--- config.mk ---
export PLATFORM = sky130hd
export DESIGN_NAME = systolic_ctrl
export DESIGN_NICKNAME = d
export VERILOG_FILES = /design/src/rtl/systolic_ctrl.sv
export SDC_FILE = /design/constraint.sdc
export NUM_CORES = 1
export LEC_CHECK = 0
export BUFFER_PORTS_ARGS = -buffer_cell sky130_fd_sc_hd__buf_2
export CAP_MARGIN = 10
export CORE_UTILIZATION = 49
export DETAILED_ROUTE_END_ITERATION = 6
export PLACE_DENSITY = 0.84
export SLEW_MARGIN = 15
export SYNTH_ARGS = -nofsm -noshare
export SYNTH_HDL_FRONTEND = slang
export SYNTH_SLANG_ARGS = --single-unit
--- constraint.sdc ---
create_clock -name clk -period 3.3 [get_ports clk]
set_input_delay 0.66 -clock clk [delete_from_list [all_inputs] [get_ports clk]]
set_output_delay 0.66 -clock clk [all_outputs]
set_load 0.03 [all_outputs]
--- src/rtl/systolic_ctrl.sv ---
// Sequencer for a 1-D chain of PEs: loads weights and biases, streams activations
// with per-PE delayed accumulate strobes, drains the pipeline, then reads results out.
module systolic_ctrl #(
  parameter int N_PE  = 4,
  parameter int IDX_W = 2
) (
  input  logic                  clk,
  input  logic                  rst_n,
  input  logic                  start,
  input  logic                  reuse_w,
  input  logic [7:0]            k_len,
  input  logic                  cfg_valid,
  output logic                  cfg_ready,
  input  logic [7:0]            cfg_data,
  input  logic                  din_valid,
  output logic                  din_ready,
  input  logic [7:0]            din_data,
  output logic [7:0]            pe_weight,
  output logic [7:0]            pe_bias,
  output logic [7:0]            pe_data,
  output logic [N_PE-1:0]       pe_weight_en,
  output logic [N_PE-1:0]       pe_bias_en,
  output logic [N_PE-1:0]       pe_acc_w_en,
  input  logic [16*N_PE-1:0]    pe_acc_in,
  output logic                  res_valid,
  input  logic                  res_ready,
  output logic [15:0]           res_data,
  output logic [IDX_W-1:0]      res_idx,
  output logic                  busy,
  output logic                  done
);

  typedef enum logic [2:0] {
    IDLE,
    LOAD_W,
    LOAD_B,
    STREAM,
    DRAIN,
    READ
  } state_t;

  state_t           state_reg;
  state_t           state_next;
  logic [7:0]       cnt_reg;
  logic [7:0]       cnt_next;
  logic [7:0]       k_len_reg;
  logic [IDX_W-1:0] idx_next;
  logic             res_load;
  logic             cfg_fire;
  logic             din_fire;
  logic             res_fire;
  logic             last_idx;
  logic [N_PE-1:0]  weight_en_next;
  logic [N_PE-1:0]  bias_en_next;
  logic [15:0]      acc_word [N_PE];

  assign cfg_ready = (state_reg == LOAD_W) || (state_reg == LOAD_B);
  assign din_ready = (state_reg == STREAM) && (cnt_reg < k_len_reg);
  assign res_valid = (state_reg == READ);

  assign cfg_fire = cfg_valid && cfg_ready;
  assign din_fire = din_valid && din_ready;
  assign res_fire = res_valid && res_ready;
  assign last_idx = (res_idx == IDX_W'(N_PE - 1));

  // Config beat j addresses PE j; the beat counter doubles as the one-hot select.
  generate
    for (genvar gi = 0; gi < N_PE; gi++) begin : g_pe
      assign acc_word[gi]       = pe_acc_in[16*gi +: 16];
      assign weight_en_next[gi] = cfg_fire && (state_reg == LOAD_W) && (cnt_reg == 8'(gi));
      assign bias_en_next[gi]   = cfg_fire && (state_reg == LOAD_B) && (cnt_reg == 8'(gi));
    end
  endgenerate

  always_comb begin
    state_next = state_reg;
    cnt_next   = cnt_reg;
    idx_next   = res_idx;
    res_load   = 1'b0;
    case (state_reg)
      IDLE: begin
        if (start) begin
          state_next = reuse_w ? LOAD_B : LOAD_W;
          cnt_next   = '0;
        end
      end
      LOAD_W: begin
        if (cfg_fire) begin
          if (cnt_reg == 8'(N_PE - 1)) begin
            state_next = LOAD_B;
            cnt_next   = '0;
          end else begin
            cnt_next = cnt_reg + 8'd1;
          end
        end
      end
      LOAD_B: begin
        if (cfg_fire) begin
          if (cnt_reg == 8'(N_PE - 1)) begin
            state_next = STREAM;
            cnt_next   = '0;
          end else begin
            cnt_next = cnt_reg + 8'd1;
          end
        end
      end
      STREAM: begin
        // cnt never exceeds k_len here, so cnt+1 cannot wrap even at k_len=255.
        if (cnt_reg >= k_len_reg) begin
          state_next = DRAIN;
          cnt_next   = '0;
        end else if (din_fire) begin
          if (cnt_reg + 8'd1 == k_len_reg) begin
            state_next = DRAIN;
            cnt_next   = '0;
          end else begin
            cnt_next = cnt_reg + 8'd1;
          end
        end
      end
      DRAIN: begin
        if (cnt_reg == 8'(N_PE)) begin
          state_next = READ;
          cnt_next   = '0;
          idx_next   = '0;
          res_load   = 1'b1;
        end else begin
          cnt_next = cnt_reg + 8'd1;
        end
      end
      READ: begin
        if (res_fire) begin
          if (last_idx) begin
            state_next = IDLE;
          end else begin
            idx_next = res_idx + IDX_W'(1);
            res_load = 1'b1;
          end
        end
      end
      default: state_next = IDLE;
    endcase
  end

  always_ff @(posedge clk or negedge rst_n) begin
    if (!rst_n) begin
      state_reg    <= IDLE;
      cnt_reg      <= '0;
      k_len_reg    <= '0;
      pe_weight    <= '0;
      pe_bias      <= '0;
      pe_data      <= '0;
      pe_weight_en <= '0;
      pe_bias_en   <= '0;
      pe_acc_w_en  <= '0;
      res_data     <= '0;
      res_idx      <= '0;
      busy         <= 1'b0;
      done         <= 1'b0;
    end else begin
      state_reg    <= state_next;
      cnt_reg      <= cnt_next;
      pe_weight_en <= weight_en_next;
      pe_bias_en   <= bias_en_next;
      // Enable travels one PE per cycle, matching the data pass-through in the chain.
      pe_acc_w_en  <= {pe_acc_w_en[N_PE-2:0], din_fire};
      busy         <= (state_next != IDLE);
      done         <= (state_reg == READ) && (state_next == IDLE);
      if ((state_reg == IDLE) && start) begin
        k_len_reg <= k_len;
      end
      if (cfg_fire && (state_reg == LOAD_W)) begin
        pe_weight <= cfg_data;
      end
      if (cfg_fire && (state_reg == LOAD_B)) begin
        pe_bias <= cfg_data;
      end
      if (din_fire) begin
        pe_data <= din_data;
      end
      if (res_load) begin
        res_idx  <= idx_next;
        res_data <= acc_word[idx_next];
      end
    end
  end

endmodule

# After elaboration in Yosys (flattened, before gate mapping)

Cells that the tools add are included.
W data, S select, Z words.

Magnitude comparators: 3
Bitwise logic cells: 1
Equal/unequal tests: 14
$add $sub $neg: 2
Multiplexer cells: 32
Reductions and logical operators: 24

Operator list:

| kind                  | number |
|---|---|
| $mux W8               | 7 |
| $mux W3               | 11 |
| $bmux W16 S2          | 1 |
| $mux W16              | 2 |
| $pmux W8 S4           | 1 |
| $pmux W3 S6           | 1 |
| $eq A8 B2 Y1 const B  | 2 |
| $logic_and A1 B1 Y1   | 16 |
| $add A8 B1 Y8 const B | 1 |
| $eq A8 B1 Y1 const B  | 1 |
| $eq A8 B3 Y1 const B  | 1 |
| $eq A8 B8 Y1          | 1 |
| $ge A8 B8 Y1          | 1 |
| $logic_not A8 Y1      | 1 |
| $lt A8 B8 Y1          | 1 |
| $mux W2               | 4 |
| $eq A3 B2 Y1 const B  | 2 |
| $eq A3 B3 Y1 const B  | 2 |
| $logic_not A3 Y1      | 2 |
| $pmux W2 S2           | 1 |
| $reduce_and A4 Y1     | 1 |
| $reduce_bool A4 Y1    | 1 |
| $eq A3 B1 Y1 const B  | 1 |
| $ge A3 B3 Y1 const B  | 1 |
| 11 further kinds      | 13 |

Input port bits: 95
Register bits: 75

# Logic depth before layout (Yosys ltp)

Gate-level depths: netlist of run 1.

Depth after elaboration: 8
Gate-level depth with buffers: 10
Mapped depth without buffers: 9

# Least setup slack after synthesis of run 1

Ideal clock, no wire load.

Kind: register -> register
From: register cnt_reg[0]
To: register busy
Library setup time: 0.131 ns
Arrival: 2.474 ns
Path buffers: 1
Slack: 0.695 ns
Stages on the path, launching flop included: 9
Cell sequence: dfrtp_1 -> ha_1 -> buf_2 -> a21oi_1 -> o32a_1 -> nor4_4 -> a21oi_1 -> or4_4 -> or3_1

Word-level cells in the longest chain between the ends: 7
Elaborated cells on any way between the ends: 18
Classes of those cells: 1 x add/sub; 2 x order compare; 3 x eq/ne; 9 x mux; 3 x reduce/logical

RTL lines:

| what                                                       | line    | RTL |
|---|---|---|
| start, declared                                            | 44      | `logic [7:0] cnt_reg;` |
| start signal, assigned                                     | 162     | `cnt_reg <= cnt_next;` |
| $add A8 B1 Y8 / $lt A8 B8 Y1 (equally long branches)       | 113, 58 |  |
| $eq A8 B8 Y1 / $logic_and A1 B1 Y1 (equally long branches) | 113, 58 |  |
| $mux W3 / $logic_and A1 B1 Y1 (equally long branches)      | 113, 62 |  |
| $mux W3                                                    | 112     | `end else if (din_fire) begin` |
| $mux W3                                                    | 109     | `if (cnt_reg >= k_len_reg) begin` |
| $pmux W3 S6 (*)                                            | 80      | `case (state_reg)` |
| net state_next[0]                                          | 43      | `state_t state_next;` |
| $reduce_bool A3 Y1 (*)                                     | 167     | `busy <= (state_next != IDLE);` |
| end signal, assigned                                       | 167     |  |
| end, declared                                              | 29      | `output logic busy,` |

The timed path passes the listed nets; every way through them passes the cells marked *.
A chain may end at the register's enable or synchronous reset.

# Worst setup path after layout of run 1

Same ends and word-level chain as after synthesis.

==> impl_metrics.json, run 1 <==
{
  "wl_met1_um": 4138,
  "synthCells": 377,
  "nNetsFinal": 634,
  "antenna_found_initial": 0,
  "p_per_area_nw_per_um2": 871.3,
  "finalHoldViolations": 0,
  "syn_nets": 484,
  "switching_share": 0.4423,
  "grt_max_degree": 76,
  "avgSynthCellArea_sq_um": 10.39,
  "dp_hpwl_um": 7547,
  "hp-class": "flip-flop to flip-flop",
  "cp_cell_sequence": "ha_1 -> or3b_2 -> a21oi_1 -> o32a_1 -> nor4_4 -> a21oi_1 -> or4_4 -> or3_1",
  "critPathTopFamily": "simple AND/OR/NAND/NOR gates",
  "cpMostUsedCell": "a21oi_1",
  "post_drt_wl_per_cell_um": 15.62,
  "fp.dieH_um": 91.40,
  "fp-row-count": 32,
  "clk_latency_ns": 0.34,
  "dieArea_sq_um": 8354,
  "fillers": 619,
  "leakagePower_nw": 2.418,
  "port_buffers": 153,
  "hold_buffers": 0,
  "clock_path_buffers": 2,
  "ys.flop_type": "dfrtp_1",
  "setup_tns_ns": 0,
  "most-common-layout-cells": "buf_2 (152), dfrtp_1 (75), mux2_2 (42)",
  "die_w_um": 91.40,
  "layout-drive-gt1-share": 0.4229,
  "relSlewSlack": 0.2193,
  "numCtsBuffers": 9,
  "start_util": 0.5068,
  "whs_ns": 0.3760,
  "slew_violations": 0,
  "end_kind": "flip-flop",
  "wl_met2_um": 5032,
  "p_seq_frac": 0.346,
  "start_kind": "flip-flop",
  "synth_warnings": 0,
  "antenna_cells": 0,
  "synth-seq-cells": 75,
  "syn_to_final_growth_pct": 27.19,
  "status": "complete, no violations",
  "clkSinkCount": 75,
  "routed-wl-met3_um": 527,
  "grt_pass1_wl_um": 16300,
  "synth-seq-area-share": 0.4792,
  "wirelength_um": 9906,
  "cts_resized": 0,
  "arrival_ns": 3.17,
  "via_count": 3503,
  "p_switching_w": 0.001920,
  "cts-htree-levels": 3,
  "post_cts_buffers": 0,
  "path_clk_slew_ns": 0.08,
  "dp_cells": 618,
  "routabilityCongestion": 0.9202,
  "maxCapViolations": 0,
  "drc": 0,
  "final_common_cell": "buf_2",
  "largest_register": "res_data",
  "post-route-period-util": 0.8937,
  "synth_edf_count": 0,
  "combinationalPowerShare": 0.494,
  "critPathSlowestCell": "or4_4",
  "setup_viol": 0,
  "critPathKind": "flip-flop to flip-flop",
  "worst_slew_pin_slew_ns": 1.167,
  "max_clock_freq_mhz": 339.1,
  "io_pins": 154,
  "routed.top_layer": "met4",
  "drt_iter0_markers": 187,
  "grt_pass1_vias": 3403,
  "ant_nets": 0,
  "cp.required_ns": 3.52,
  "pwr-share-clk": 0.160,
  "cts-root-buf": "clkbuf_8",
  "coreArea_sq_um": 7727,
  "gr-usage-all-layers": 0.2481,
  "crit_fanout": 12,
  "cts_tree": "yes",
  "grt.overflow.total": 0,
  "ir_worst_vdd_mv": 0.6815,
  "dp_slack_ns": 0.3780,
  "synth.cell_area_sq_um": 3916,
  "critPathMaxStageDelay_ns": 0.55,
  "p_int_w": 0.002420,
  "final_util": 0.6446,
  "min_period_ns": 2.949,
  "vias_per_cell": 5.525,
  "final_cells": 634,
  "clock_skew_ns": 0.01082,
  "synthArstFlopShare": 1.000,
  "setup_ws_ns": 0.3507,
  "synth_cell_types": 45,
  "drt_pass1_iterations": 4,
  "rsz0062_at_grt": "false",
  "crit_buf_inv": 0,
  "largest_reg_flops": 16
}
==> final timing paths <==
check,from,endpoint,slack (ns),depth (start not counted)
min in group asynchronous,rst_n,pe_bias[3]$_DFFE_PN0P_,0.44,1
worst max register to register,cnt_reg[0]$_DFFE_PN0P_,busy$_DFF_PN0_,0.35,8
worst min register to register,pe_acc_w_en[0]$_DFF_PN0_,pe_acc_w_en[1]$_DFF_PN0_,0.38,0
worst max-delay path,cnt_reg[0]$_DFFE_PN0P_,busy$_DFF_PN0_,0.35,8
max in group asynchronous,rst_n,pe_data[4]$_DFFE_PN0N_,2.28,1
worst min-delay path,pe_acc_w_en[0]$_DFF_PN0_,pe_acc_w_en[1]$_DFF_PN0_,0.38,0
==> cell type report <==
class                      instances  area, sq um  share of cell area
multi-input combinational        266         1908              0.3831
sequential                        75         1877              0.3768
timing repair buffer             158        805.8              0.1618
tap                              102        127.6             0.02562
clock buffer                       9        123.9             0.02487
clock inverter                     7        75.07             0.01507
inverter                          17        63.81             0.01281
==> cells in the mapped netlist, drive strengths merged (2+ instances only) <==
master  number  area [sq um]
mux2        42         473.0
nor2b        4         25.02
and3        12         75.07
o211ai       3         22.52
inv         17         63.81
and2        17         106.4
mux2i        2         20.02
dfrtp       75          1877
nand3        7         35.03
buf          5         25.02
ha          12         150.1
a31oi        5         31.28
xor2         3         26.28
a21o         5         37.54
xnor2        5         43.79
nand2b       4         25.02
or2          4         25.03
or4          2         18.77
o22ai       17         106.4
nor4         2         27.53
or3          3         18.77
a21oi       10         50.05
nor2        29         108.9
nand2       18         67.56
a21boi       2         15.02
clkbuf      14         52.55
a221o        2         20.02
nand4        6         37.54
o21ai       17         85.08
nor3         8         45.04
a211oi      15         112.6
o32a         2         20.02
==> metal layers <==
| layer | vias to the layer above | global-route usage |
|---|---|---|
| met5 | - | 0 |
| met4 | 0 | 0.1085 |
| met3 | 21 | 0.05611 |
| met2 | 134 | 0.4048 |
| met1 | 1691 | 0.3156 |
| li1 | 1657 | - |
==> cells by family after synthesis <==
logic type,count (synthesis),share of synthesized area
AOI/OAI and AO/OA,81,0.1345
xor gates and xnor gates,8,0.01789
adders and majority gates,12,0.03834
buffers and inverters,36,0.03610
DFF,75,0.4792
muxes,44,0.1259
and+or+nand+nor,121,0.1681
==> through the flow <==
stage	instance area, sq um	total power [W]
2_1_floorplan	3916	0.002999
3_3_place_gp	4782	0.003554
3_5_place_dp	4782	0.003652
4_1_cts	4981	0.004359
5_1_grt	4981	0.004618
6_report	4981	0.004340
==> power by group through the flow <==
stage	combinational, W	clock [W]	sequential, W
floorplan	0.00107	0	0.00193
CTS	0.00215	0.000716	0.00150
detailed placement	0.00214	0	0.00151
global route	0.00232	0.000750	0.00155
global placement	0.00207	0	0.00148
finish	0.00214	0.000694	0.00150
(Power assumes the default switching activity.)
==> run 2, diff against run 1 <==
CORE_MARGIN = 4   (was default)
==> run 2 against run 1 <==
Hold slack improved by 0.022 ns. Cell count rose by 0.32%. Cell area rose by 0.20%. Non-clock buffer count rose by 2. Global-route usage fell by 2.6 points.
==> impl_metrics.json, run 2 (synthesized netlist as in run 1, its figures left out) <==
{
  "cts-root-buf": "clkbuf_8",
  "p_total_w": 0.004322,
  "arrival_ns": 3.17,
  "maxCapViolations": 0,
  "grt_max_degree": 76,
  "layout-drive-gt1-share": 0.4251,
  "cts_resized": 0,
  "slew_violations": 0,
  "clock_path_buffers": 2,
  "post_cts_buffers": 0,
  "hold_buffers": 0,
  "clkSinkCount": 75,
  "nNetsFinal": 636,
  "cts_tree": "yes",
  "post-route-period-util": 0.8877,
  "dieArea_sq_um": 9487,
  "dp_cells": 620,
  "drc": 0,
  "drt_iter0_markers": 192,
  "p_per_area_nw_per_um2": 865.9,
  "fillers": 680,
  "final_cells": 636,
  "reg2reg_from": "cnt_reg[0]$_DFFE_PN0P_",
  "start_kind": "flip-flop",
  "status": "complete, no violations",
  "relSlewSlack": 0.2316,
  "grt_pass1_wl_um": 17310,
  "port_buffers": 153,
  "max_clock_freq_mhz": 341.4,
  "largest_reg_flops": 16,
  "hp-class": "flip-flop to flip-flop",
  "grt.overflow.total": 0,
  "clk_latency_ns": 0.35,
  "wirelength_um": 10420,
  "drt_pass1_iterations": 5,
  "whs_path_depth": 0,
  "fp.dieH_um": 97.40,
  "setup_tns_ns": 0,
  "final_common_cell": "buf_2",
  "multi_input_area_sq_um": 1908,
  "cp_cell_sequence": "ha_1 -> or3b_2 -> a21oi_1 -> o32a_1 -> nor4_4 -> a21oi_1 -> or4_4 -> or3_1",
  "design_area_sq_um": 4991,
  "crit_fanout": 12,
  "routabilityCongestion": 0.9594,
  "rsz0062_at_grt": "false",
  "worst_slew_pin_slew_ns": 1.148,
  "r2r_setup_slack_ns": 0.37,
  "leakagePower_nw": 2.419,
  "gr-usage-all-layers": 0.2218,
  "grt_pass1_vias": 3682,
  "via_count": 3538,
  "dp_hpwl_um": 7958,
  "place_area_sq_um": 4797,
  "cpMostUsedCell": "a21oi_1",
  "final_util": 0.6426,
  "start_util": 0.5042,
  "antenna_found_initial": 0,
  "post_drt_wl_per_cell_um": 16.39,
  "hp-start": "pe_acc_w_en[1]$_DFF_PN0_",
  "end_kind": "flip-flop",
  "syn_to_final_growth_pct": 27.44,
  "critPathKind": "flip-flop to flip-flop",
  "cts-htree-levels": 3,
  "regArea_sq_um": 1877,
  "most-common-layout-cells": "buf_2 (152), dfrtp_1 (75), mux2_2 (42)",
  "cp.required_ns": 3.54,
  "setup_viol": 0,
  "fp-row-count": 32,
  "r2r-end": "busy$_DFF_PN0_",
  "ir_worst_vdd_mv": 0.6032,
  "ant_nets": 0,
  "path_clk_slew_ns": 0.09,
  "antenna_cells": 0,
  "finalHoldViolations": 0,
  "critPathMaxStageDelay_ns": 0.54,
  "reg2reg_depth": 8,
  "largest_register": "res_data",
  "critPathSlowestCell": "or4_4",
  "clock_skew_ns": 0.007284,
  "vias_per_cell": 5.563,
  "die_w_um": 97.40,
  "coreArea_sq_um": 7767,
  "numCtsBuffers": 9,
  "holdPathEnd": "pe_acc_w_en[2]$_DFF_PN0_",
  "io_pins": 154,
  "min_period_ns": 2.929
}
## run 2: critical path, delay by kind of cell, from the launching register on
kind	cells	cell delay [ns]
simple gates	4	1.47
compound gates	3	0.52
flops	1	0.47
fa+ha+maj	1	0.36
## run 2: final cells by class
| cell class | instances | share of cell area |
|---|---|---|
| clock inverters | 7 | 0.01404 |
| multi-input cells | 266 | 0.3823 |
| repair buffers | 160 | 0.1645 |
| inverters | 17 | 0.01279 |
| clock buffers | 9 | 0.02482 |
| well taps | 102 | 0.02557 |
| flip-flops and latches | 75 | 0.3760 |
## run 2: routing by layer
metal,global-route usage,wire (um)
met5,0,0
met4,0.09052,258
met3,0.06030,696
met2,0.3727,5219
met1,0.2697,4249
## run 2: power breakdown
part           total [W]  internal [W]  leakage (nW)  switching (W)
Clock           0.000685      0.000292        0.0951       0.000393
Combinational    0.00215      0.000818          1.43        0.00133
Sequential       0.00149       0.00124         0.897       0.000243
## run 2: metrics by stage
| step | setup WS (ns) | hold slack, ns |
|---|---|---|
| 2_1_floorplan | 0.6946 | 0.3644 |
| 3_3_place_gp | 0.4686 | 0.3597 |
| 3_5_place_dp | 0.3870 | 0.3780 |
| 4_1_cts | 0.3779 | 0.4012 |
| 5_1_grt | 0.2291 | 0.4200 |
| 6_report | 0.3706 | 0.3982 |
## run 2: how the worst max path moves through the flow
| stage | from | end | slack, ns |
|---|---|---|---|
| final | cnt_reg[0]$_DFFE_PN0P_ | busy$_DFF_PN0_ | 0.37 |
| after global routing | cnt_reg[0]$_DFFE_PN0P_ | busy$_DFF_PN0_ | 0.23 |
| after CTS | cnt_reg[0]$_DFFE_PN0P_ | busy$_DFF_PN0_ | 0.38 |
| after detailed placement | cnt_reg[0]$_DFFE_PN0P_ | busy$_DFF_PN0_ | 0.39 |
| after global placement | cnt_reg[0]$_DFFE_PN0P_ | busy$_DFF_PN0_ | 0.47 |
| after floorplan | cnt_reg[0]$_DFFE_PN0P_ | busy$_DFF_PN0_ | 0.69 |
